**config.mk**
```make
export PLATFORM = sky130hd
export DESIGN_NAME = core_wb
export DESIGN_NICKNAME = d
export VERILOG_FILES = /design/src/rtl/core_wb.sv
export SDC_FILE = /design/constraint.sdc
export NUM_CORES = 1
export LEC_CHECK = 0
export ABC_CLOCK_PERIOD_IN_PS = 15500
export CAP_MARGIN = 30
export CORE_MARGIN = 8
export CORE_UTILIZATION = 30
export DETAILED_ROUTE_END_ITERATION = 6
export PLACE_DENSITY = 0.56
export SKIP_CTS_REPAIR_TIMING = 1
export SLEW_MARGIN = 20
export SYNTH_ARGS = -nofsm -noshare
export SYNTH_HDL_FRONTEND = slang
export SYNTH_SLANG_ARGS = --single-unit
```
**constraint.sdc**
```tcl
create_clock -name clk_i -period 15.5 [get_ports clk_i]
set_input_delay 2.325 -clock clk_i [delete_from_list [all_inputs] [get_ports clk_i]]
set_output_delay 2.325 -clock clk_i [all_outputs]
set_load 0.05 [all_outputs]
```
**src/rtl/core_wb.sv**
```systemverilog
// core_wb: writeback stage of the TOY core.
// Two small result FIFOs (EX, MEM) feed a round-robin arbiter that drives a
// registered register-file write port. pend_o flags every register that still
// has a write buffered or on the write port. Writes to R0 are accepted and
// dropped at the FIFO input because R0 is hardwired zero.

// Per-channel result FIFO with registered ready and a pending-register bitmap.
module core_wb_fifo #(
   parameter int DEPTH = 4
) (
   input  logic        clk_i,
   input  logic        arst_i,
   input  logic        push_i,
   input  logic [3:0]  addr_i,
   input  logic [15:0] data_i,
   input  logic        pop_i,
   output logic        ready_o,
   output logic        head_valid_o,
   output logic [3:0]  head_addr_o,
   output logic [15:0] head_data_o,
   output logic [15:0] pend_o
);
   localparam int PW = (DEPTH > 1) ? $clog2(DEPTH) : 1;
   localparam int CW = PW + 1;
   localparam logic [CW-1:0] FULL = CW'(DEPTH);

   logic [19:0]   mem_q [DEPTH];
   logic [19:0]   mem_d [DEPTH];
   logic [PW-1:0] wr_ptr_q, wr_ptr_d;
   logic [PW-1:0] rd_ptr_q, rd_ptr_d;
   logic [CW-1:0] count_q, count_d;
   logic          ready_q, ready_d;
   logic [PW-1:0] offset;

   // Next-state for storage, pointers, occupancy and the registered ready flag.
   always_comb begin
      mem_d    = mem_q;
      wr_ptr_d = wr_ptr_q;
      rd_ptr_d = rd_ptr_q;
      count_d  = count_q;
      if (push_i) begin
         mem_d[wr_ptr_q] = {addr_i, data_i};
         wr_ptr_d        = wr_ptr_q + PW'(1);
      end else begin
         wr_ptr_d = wr_ptr_q;
      end
      if (pop_i) begin
         rd_ptr_d = rd_ptr_q + PW'(1);
      end else begin
         rd_ptr_d = rd_ptr_q;
      end
      case ({push_i, pop_i})
         2'b10:   count_d = count_q + CW'(1);
         2'b01:   count_d = count_q - CW'(1);
         default: count_d = count_q;
      endcase
      // Ready reflects occupancy after this edge, so a full FIFO that pops
      // only reopens after the edge (no same-edge push-when-full).
      ready_d = (count_d < FULL);
   end

   // FIFO state registers; reset empties the FIFO and drops ready.
   always_ff @(posedge clk_i or posedge arst_i) begin
      if (arst_i) begin
         for (int i = 0; i < DEPTH; i++) begin
            mem_q[i] <= 20'h00000;
         end
         wr_ptr_q <= {PW{1'b0}};
         rd_ptr_q <= {PW{1'b0}};
         count_q  <= {CW{1'b0}};
         ready_q  <= 1'b0;
      end else begin
         mem_q    <= mem_d;
         wr_ptr_q <= wr_ptr_d;
         rd_ptr_q <= rd_ptr_d;
         count_q  <= count_d;
         ready_q  <= ready_d;
      end
   end

   // Bitmap of destination registers held in the occupied slots.
   always_comb begin
      pend_o = 16'h0000;
      offset = {PW{1'b0}};
      for (int i = 0; i < DEPTH; i++) begin
         offset = PW'(i) - rd_ptr_q;
         if ({1'b0, offset} < count_q) begin
            pend_o[mem_q[i][19:16]] = 1'b1;
         end else begin
            pend_o = pend_o;
         end
      end
   end

   assign ready_o      = ready_q;
   assign head_valid_o = (count_q != {CW{1'b0}});
   assign head_addr_o  = mem_q[rd_ptr_q][19:16];
   assign head_data_o  = mem_q[rd_ptr_q][15:0];
endmodule

// Writeback top: two channel FIFOs, round-robin arbiter, registered write port.
module core_wb #(
   parameter int DEPTH = 4
) (
   input  logic        clk_i,
   input  logic        arst_i,
   input  logic        ex_valid_i,
   output logic        ex_ready_o,
   input  logic [3:0]  ex_addr_i,
   input  logic [15:0] ex_data_i,
   input  logic        mem_valid_i,
   output logic        mem_ready_o,
   input  logic [3:0]  mem_addr_i,
   input  logic [15:0] mem_data_i,
   output logic        w_en_o,
   output logic [3:0]  w_addr_o,
   output logic [15:0] w_data_o,
   output logic [15:0] pend_o
);
   typedef enum logic {
      RR_EX  = 1'b0,
      RR_MEM = 1'b1
   } rr_e;

   rr_e         rr_q, rr_d;
   logic        w_en_q, w_en_d;
   logic [3:0]  w_addr_q, w_addr_d;
   logic [15:0] w_data_q, w_data_d;

   logic        ex_push, mem_push;
   logic        grant_ex, grant_mem;
   logic        ex_head_valid, mem_head_valid;
   logic [3:0]  ex_head_addr, mem_head_addr;
   logic [15:0] ex_head_data, mem_head_data;
   logic [15:0] ex_pend, mem_pend, wport_pend;

   // R0 beats complete the handshake but never occupy a slot.
   assign ex_push  = ex_valid_i  & ex_ready_o  & (ex_addr_i  != 4'd0);
   assign mem_push = mem_valid_i & mem_ready_o & (mem_addr_i != 4'd0);

   core_wb_fifo #(.DEPTH(DEPTH)) u_ex_fifo (
      .clk_i        (clk_i),
      .arst_i       (arst_i),
      .push_i       (ex_push),
      .addr_i       (ex_addr_i),
      .data_i       (ex_data_i),
      .pop_i        (grant_ex),
      .ready_o      (ex_ready_o),
      .head_valid_o (ex_head_valid),
      .head_addr_o  (ex_head_addr),
      .head_data_o  (ex_head_data),
      .pend_o       (ex_pend)
   );

   core_wb_fifo #(.DEPTH(DEPTH)) u_mem_fifo (
      .clk_i        (clk_i),
      .arst_i       (arst_i),
      .push_i       (mem_push),
      .addr_i       (mem_addr_i),
      .data_i       (mem_data_i),
      .pop_i        (grant_mem),
      .ready_o      (mem_ready_o),
      .head_valid_o (mem_head_valid),
      .head_addr_o  (mem_head_addr),
      .head_data_o  (mem_head_data),
      .pend_o       (mem_pend)
   );

   // Arbitration: lone requester wins; on contention the pointer picks and flips.
   always_comb begin
      grant_ex  = 1'b0;
      grant_mem = 1'b0;
      rr_d      = rr_q;
      if (ex_head_valid && mem_head_valid) begin
         case (rr_q)
            RR_EX: begin
               grant_ex = 1'b1;
               rr_d     = RR_MEM;
            end
            RR_MEM: begin
               grant_mem = 1'b1;
               rr_d      = RR_EX;
            end
            default: begin
               grant_ex = 1'b1;
               rr_d     = RR_MEM;
            end
         endcase
      end else if (ex_head_valid) begin
         grant_ex = 1'b1;
      end else if (mem_head_valid) begin
         grant_mem = 1'b1;
      end else begin
         rr_d = rr_q;
      end
   end

   // Write-port next state: load the winning head, otherwise hold address/data.
   always_comb begin
      w_en_d   = grant_ex | grant_mem;
      w_addr_d = w_addr_q;
      w_data_d = w_data_q;
      if (grant_ex) begin
         w_addr_d = ex_head_addr;
         w_data_d = ex_head_data;
      end else if (grant_mem) begin
         w_addr_d = mem_head_addr;
         w_data_d = mem_head_data;
      end else begin
         w_addr_d = w_addr_q;
         w_data_d = w_data_q;
      end
   end

   // Arbiter pointer and write-port registers.
   always_ff @(posedge clk_i or posedge arst_i) begin
      if (arst_i) begin
         rr_q     <= RR_EX;
         w_en_q   <= 1'b0;
         w_addr_q <= 4'd0;
         w_data_q <= 16'h0000;
      end else begin
         rr_q     <= rr_d;
         w_en_q   <= w_en_d;
         w_addr_q <= w_addr_d;
         w_data_q <= w_data_d;
      end
   end

   // Pending bitmap: buffered entries plus the write currently on the port.
   always_comb begin
      wport_pend = 16'h0000;
      if (w_en_q) begin
         wport_pend[w_addr_q] = 1'b1;
      end else begin
         wport_pend = 16'h0000;
      end
      pend_o = (ex_pend | mem_pend | wport_pend) & 16'hFFFE;
   end

   assign w_en_o   = w_en_q;
   assign w_addr_o = w_addr_q;
   assign w_data_o = w_data_q;
endmodule

```
==> results.ini <==
[cts]
clk_pin_slew_ns=0.07
cts_max_level=4
clock_sinks=198
cts_buffers=17
cts_root_buf=clkbuf_16
cts_max_path_buffers=2
cts_tree=done
worstSkewPairLatency_ns=0.43

[synth]
synth.most_common_cell=dfrtp_1
yosysWarnings=0
yosys.area.top_type=dfrtp_1
synthTopCellsByArea=dfrtp_1 (47%), mux2_2 (13%), mux4_2 (8.6%), mux2_1 (4.1%), ha_1 (2.2%)
ys_top_cells_by_count=dfrtp_1 (198), mux2_2 (123), nor2_1 (59)
ys_types=62
ys_ff_latch=198
synthFlopType=dfrtp_1
yosysTopAreaCellShare_pct=47.4
syn_area_um2=10500
syn_inst=833
synthArstFlopShare_pct=100
synth_edf_count=0
synth_area_per_cell_um2=12.6
yosysSeqAreaShare_pct=47.4
synth_fp_nets=897

[timing]
tightest_slew_ns=0.810
max_slew_margin_pct=46.0
fin_worst_skew_ns=0.0147
holdWs_ns=0.482
finalSetupViolCount=0
fin_crit_ns=6.04
setup_tns_ns=0
period_share_pct=39.0
fmax_mhz=166
maxSlewViolCount=0
final_hold_viol_count=0
rsz0062_at_grt=false

[routing]
wirelength_mm=28.2
final_antenna_net_count=0
wl_per_cell_um=20.6
firstDrtPassIters=5
drtIter0Drc=545
remaining_drc_errors=0
via_count=7147
viasPerCell=5.22

[critical_path]
r2r_setup_slack_ns=12.66
cp_max_fo=24
crit_path_start_kind=flop
worstPathArrival_ns=3.72
worstSetupEndpointType=primary output
reg2reg_to=u_ex_fifo.ready_o
rr_worst_depth=9
critical_path_required_ns=13.18
worstSetupPathType=reg -> out
rr_startpoint=u_ex_fifo.count_q[0]

[hold_path]
hold_class=reg -> reg
hp-start=u_ex_fifo.mem_q[44]
min_path_cells=1
hold-path-endpoint=u_ex_fifo.mem_q[44]

[global_routing]
grt_pass1_vias=7464
grt_overflow=0
grt_pass1_wl_mm=44.6
grt_start_max_net_pins=116
grtUsageTotal_pct=13.8
antenna_found_initial=1

[die]
coreArea_um2=34500
fp.dieW_um=203
ios=83
rows=68
start_util_pct=30.4
die_y_um=203
fp.dieArea_um2=41100

[final_layout]
fill_cells=3366
n_antenna_cell=0
nNetsFinal=967
drive_above_1_share_pct=25.5
area_growth_syn_to_layout_pct=17.8

[place]
portBuffers=81
post-dp-hpwl_mm=20.9
place_congestion=0.978

[run]
max_cap_violations=0

[status]
status=completed

==> cells in the final DEF, fill, tap and decap left out, drive strengths merged, types with 18 or more instances in the layout <==
master / count
nor3: 28
nor2: 61
mux2i: 20
a21oi: 30
ha: 18
nand3: 23
nand2b: 24
clkdlybuf4s50: 81
nand2: 29
inv: 33
mux2: 161
mux4: 40
dfrtp: 198
==> logic make-up (layout without fill, tap and decap cells) <==
kind of cell | after synthesis | after routing | share of synthesized area, %
XOR/XNOR | 15 | 15 | 1.26
buffers and inverters | 71 | 153 | 3.78
flip-flops | 198 | 198 | 47.4
multiplexers | 221 | 221 | 27.9
other | 1 | 1 | 0.0358
AND/OR/NAND/NOR | 215 | 215 | 10.8
AO/OA/AOI/OAI | 92 | 92 | 6.39
adder cells (fa/ha/maj) | 20 | 20 | 2.54
==> state kept, by name, summed over array words and instances, names as in the netlist <==
register and count:
w_addr_o 4, u_mem_fifo.rd_ptr_q 2, w_data_o 16, u_mem_fifo.mem_q 80, u_ex_fifo.rd_ptr_q 2, u_ex_fifo.ready_o 1, u_ex_fifo.wr_ptr_q 2, u_mem_fifo.wr_ptr_q 2
u_ex_fifo.count_q 3, u_ex_fifo.mem_q 80, rr_q 1, u_mem_fifo.ready_o 1, w_en_o 1, u_mem_fifo.count_q 3
==> area by class of cell <==
class                   count  area (um^2)  area share [%]
clock buffers              17          425            3.45
repair buffers             95         1010            8.18
well taps                 455          569            4.62
clock inverters            14          143            1.16
inverters                  27          109           0.883
flip-flops and latches    198         4950            40.2
multi-input cells         564         5110            41.5
==> critical path: stages (launching register included) <==
cell and delay, ns:
dfrtp_1 0.33, buf_4 0.38, xor2_1 0.26, inv_1 0.07, ha_1 0.27, nand2b_1 0.06, o22ai_2 0.44, nor3_1 0.13
a2111oi_0 0.45, nand3_1 0.16, clkdlybuf4s50_1 0.74
==> per-layer routing <==
| layer | track usage (%) | share of wire, % | vias to the layer above | wire length [um] |
|---|---|---|---|---|
| met2 | 22.4 | 48 | 244 | 13400 |
| met4 | 4.71 | 2.9 | 2 | 805 |
| met1 | 18.2 | 45 | 3626 | 12600 |
| met5 | 0 | 0.046 | - | 13 |
| met3 | 2.69 | 4.8 | 66 | 1360 |
| li1 | - | - | 3209 | - |
==> how the worst max path moves through the flow <==
stage	slack, ns	cells after the start	start	to
floorplan	7.78	1	arst_i	rr_q
global placement	9.91	9	u_mem_fifo.rd_ptr_q[0]	pend_o[9]
detailed placement	9.94	10	u_ex_fifo.rd_ptr_q[1]	pend_o[10]
CTS	9.49	10	u_ex_fifo.rd_ptr_q[1]	pend_o[10]
global route	9.08	10	u_ex_fifo.rd_ptr_q[1]	pend_o[9]
finish	9.46	10	u_ex_fifo.rd_ptr_q[1]	pend_o[9]
==> through the flow <==
stage                     area [um^2]  std cells  utilization (%)  worst slack [ns]
after global placement          11600       1330             33.6              9.91
after detailed placement        11800       1339             34.1              9.94
after CTS                       12300       1370             35.8              9.49
final                           12300       1370             35.8              9.46
after global routing            12300       1370             35.8              9.08
after floorplan                 10500        833                -              7.78
Power is left out: the tool's default activity adds up to more than one toggle a clock period on the data nets, which glitch-free logic cannot reach.
==> patch (same flow settings) <==
Make the reset (`arst_i`) synchronous in 2 clocked blocks.
--- a/src/rtl/core_wb.sv
+++ b/src/rtl/core_wb.sv
@@ -60,7 +60,7 @@
    end
 
    // FIFO state registers; reset empties the FIFO and drops ready.
-   always_ff @(posedge clk_i or posedge arst_i) begin
+   always_ff @(posedge clk_i) begin
       if (arst_i) begin
          for (int i = 0; i < DEPTH; i++) begin
             mem_q[i] <= 20'h00000;
@@ -213,7 +213,7 @@
    end
 
    // Arbiter pointer and write-port registers.
-   always_ff @(posedge clk_i or posedge arst_i) begin
+   always_ff @(posedge clk_i) begin
       if (arst_i) begin
          rr_q     <= RR_EX;
          w_en_q   <= 1'b0;
Function: differs if arst_i is asserted again (counterexample within 4 cycles, from zero or initial values and one cycle with arst_i high); with arst_i held inactive, the same outputs for 4 cycles.
==> patch against the unedited design <==
Area after synthesis is 5.0% lower; setup slack worse by 590 ps; sequential cell count stayed put; highest routed layer is now met4; design area down 5.7%; count of clock-buffer cells in the layout grew 2; first-iteration DRC count increased by 62%; via count is 23% higher; cell count rose by 20%; sequential share of layout area fell by 6.1 points; register-to-register slack better by 170 ps; wire length grew 15%.
==> patch: results (changes against the unedited design) <==
status: "completed"  # unchanged
path_max_fanout: 13  # was 24
grt_max_degree: 111  # was 116
drive_gt1_share_pct: 8.54  # was 25.5%
instances_no_fill: 1648  # was 1370
max_slew_margin_pct: 36.4  # was 46.0%
nonClockInverterCount: 24  # was 27
clock_area_share_pct: 4.79  # was 4.61%
nMultiInputCombCells: 856  # was 564
final_nets: 1257  # was 967
synth_xor_area_share_pct: 1.23  # was 1.26%
n_all_buffers: 96  # was 95
final_util_pct: 35.6  # was 35.8%
dp_hpwl_um: 22100  # was 20900 um
synthMuxAreaShare_pct: 14.2  # was 27.9%
post-place-ws_ps: 9420  # was 9940 ps
multi_input_area_share_pct: 47.4  # was 41.5%
yosysSeqAreaShare_pct: 39.9  # was 47.4%
yosys.area_share.adder_pct: 2.67  # was 2.54%
ys_types: 54  # was 62
routed_via_density: 5.34  # was 5.22
nClkBuffers: 19  # was 17
cp.arrival_ps: 4300  # was 3720 ps
fillCellCount: 3382  # was 3366
dpl_cell_area_mm2: 0.0110  # was 0.0118 mm2
grt_pass1_vias: 8426  # was 7464
slowest_stage: "dfxtp_1"  # was clkdlybuf4s50_1
bufAreaShareNonClock_pct: 8.15  # was 8.18%
sh_seq_area_pct: 34.1  # was 40.2%
grt_pass1_wl_um: 50400  # was 44600 um
grt_usage_pct: 16.4  # was 13.8%
synth_compound_area_share_pct: 13.9  # was 6.39%
yosys-top-cells-count: "dfxtp_1, nand2_1, nand3_1"  # was dfrtp_1, mux2_2, nor2_1
synth.top_cells.by_area: "dfxtp_1, mux4_2, nand3_1, a21oi_1, nand2_1"  # was dfrtp_1, mux2_2, mux4_2, mux2_1, ha_1
yosys_most_used_dff: "dfxtp_1"  # was dfrtp_1
skew_ps: 12.7  # was 14.7 ps
wl_per_cell_um: 19.7  # was 20.6 um
==> patch: routing by layer <==
metal	track usage [%]	wire (um)	vias up
met5	0	0	-
met4	5.67	827	0
met3	2.51	1690	49
met2	26.8	15400	328
met1	21.9	14600	4225
li1	-	-	4196
==> patch: path summary, 6_finish.rpt <==
| kind | startpoint | endpoint | slack [ps] | depth (start not counted) |
|---|---|---|---|---|
| hold / removal | u_ex_fifo.mem_q[31] | u_ex_fifo.mem_q[31] | 450 | 2 |
| hold reg to reg | u_ex_fifo.mem_q[31] | u_ex_fifo.mem_q[31] | 450 | 2 |
| setup / recovery | u_mem_fifo.rd_ptr_q[1] | pend_o[13] | 8870 | 9 |
| setup reg to reg | u_mem_fifo.ready_o | u_mem_fifo.ready_o | 12830 | 10 |
==> patch: worst register-to-register path, delay by kind of cell (launching register included) <==
family / cells / cell delay [ps]
xor+xnor: 2 / 290
simple gates: 4 / 400
flops: 1 / 340
buf+inv: 2 / 820
fa+ha+maj: 2 / 670
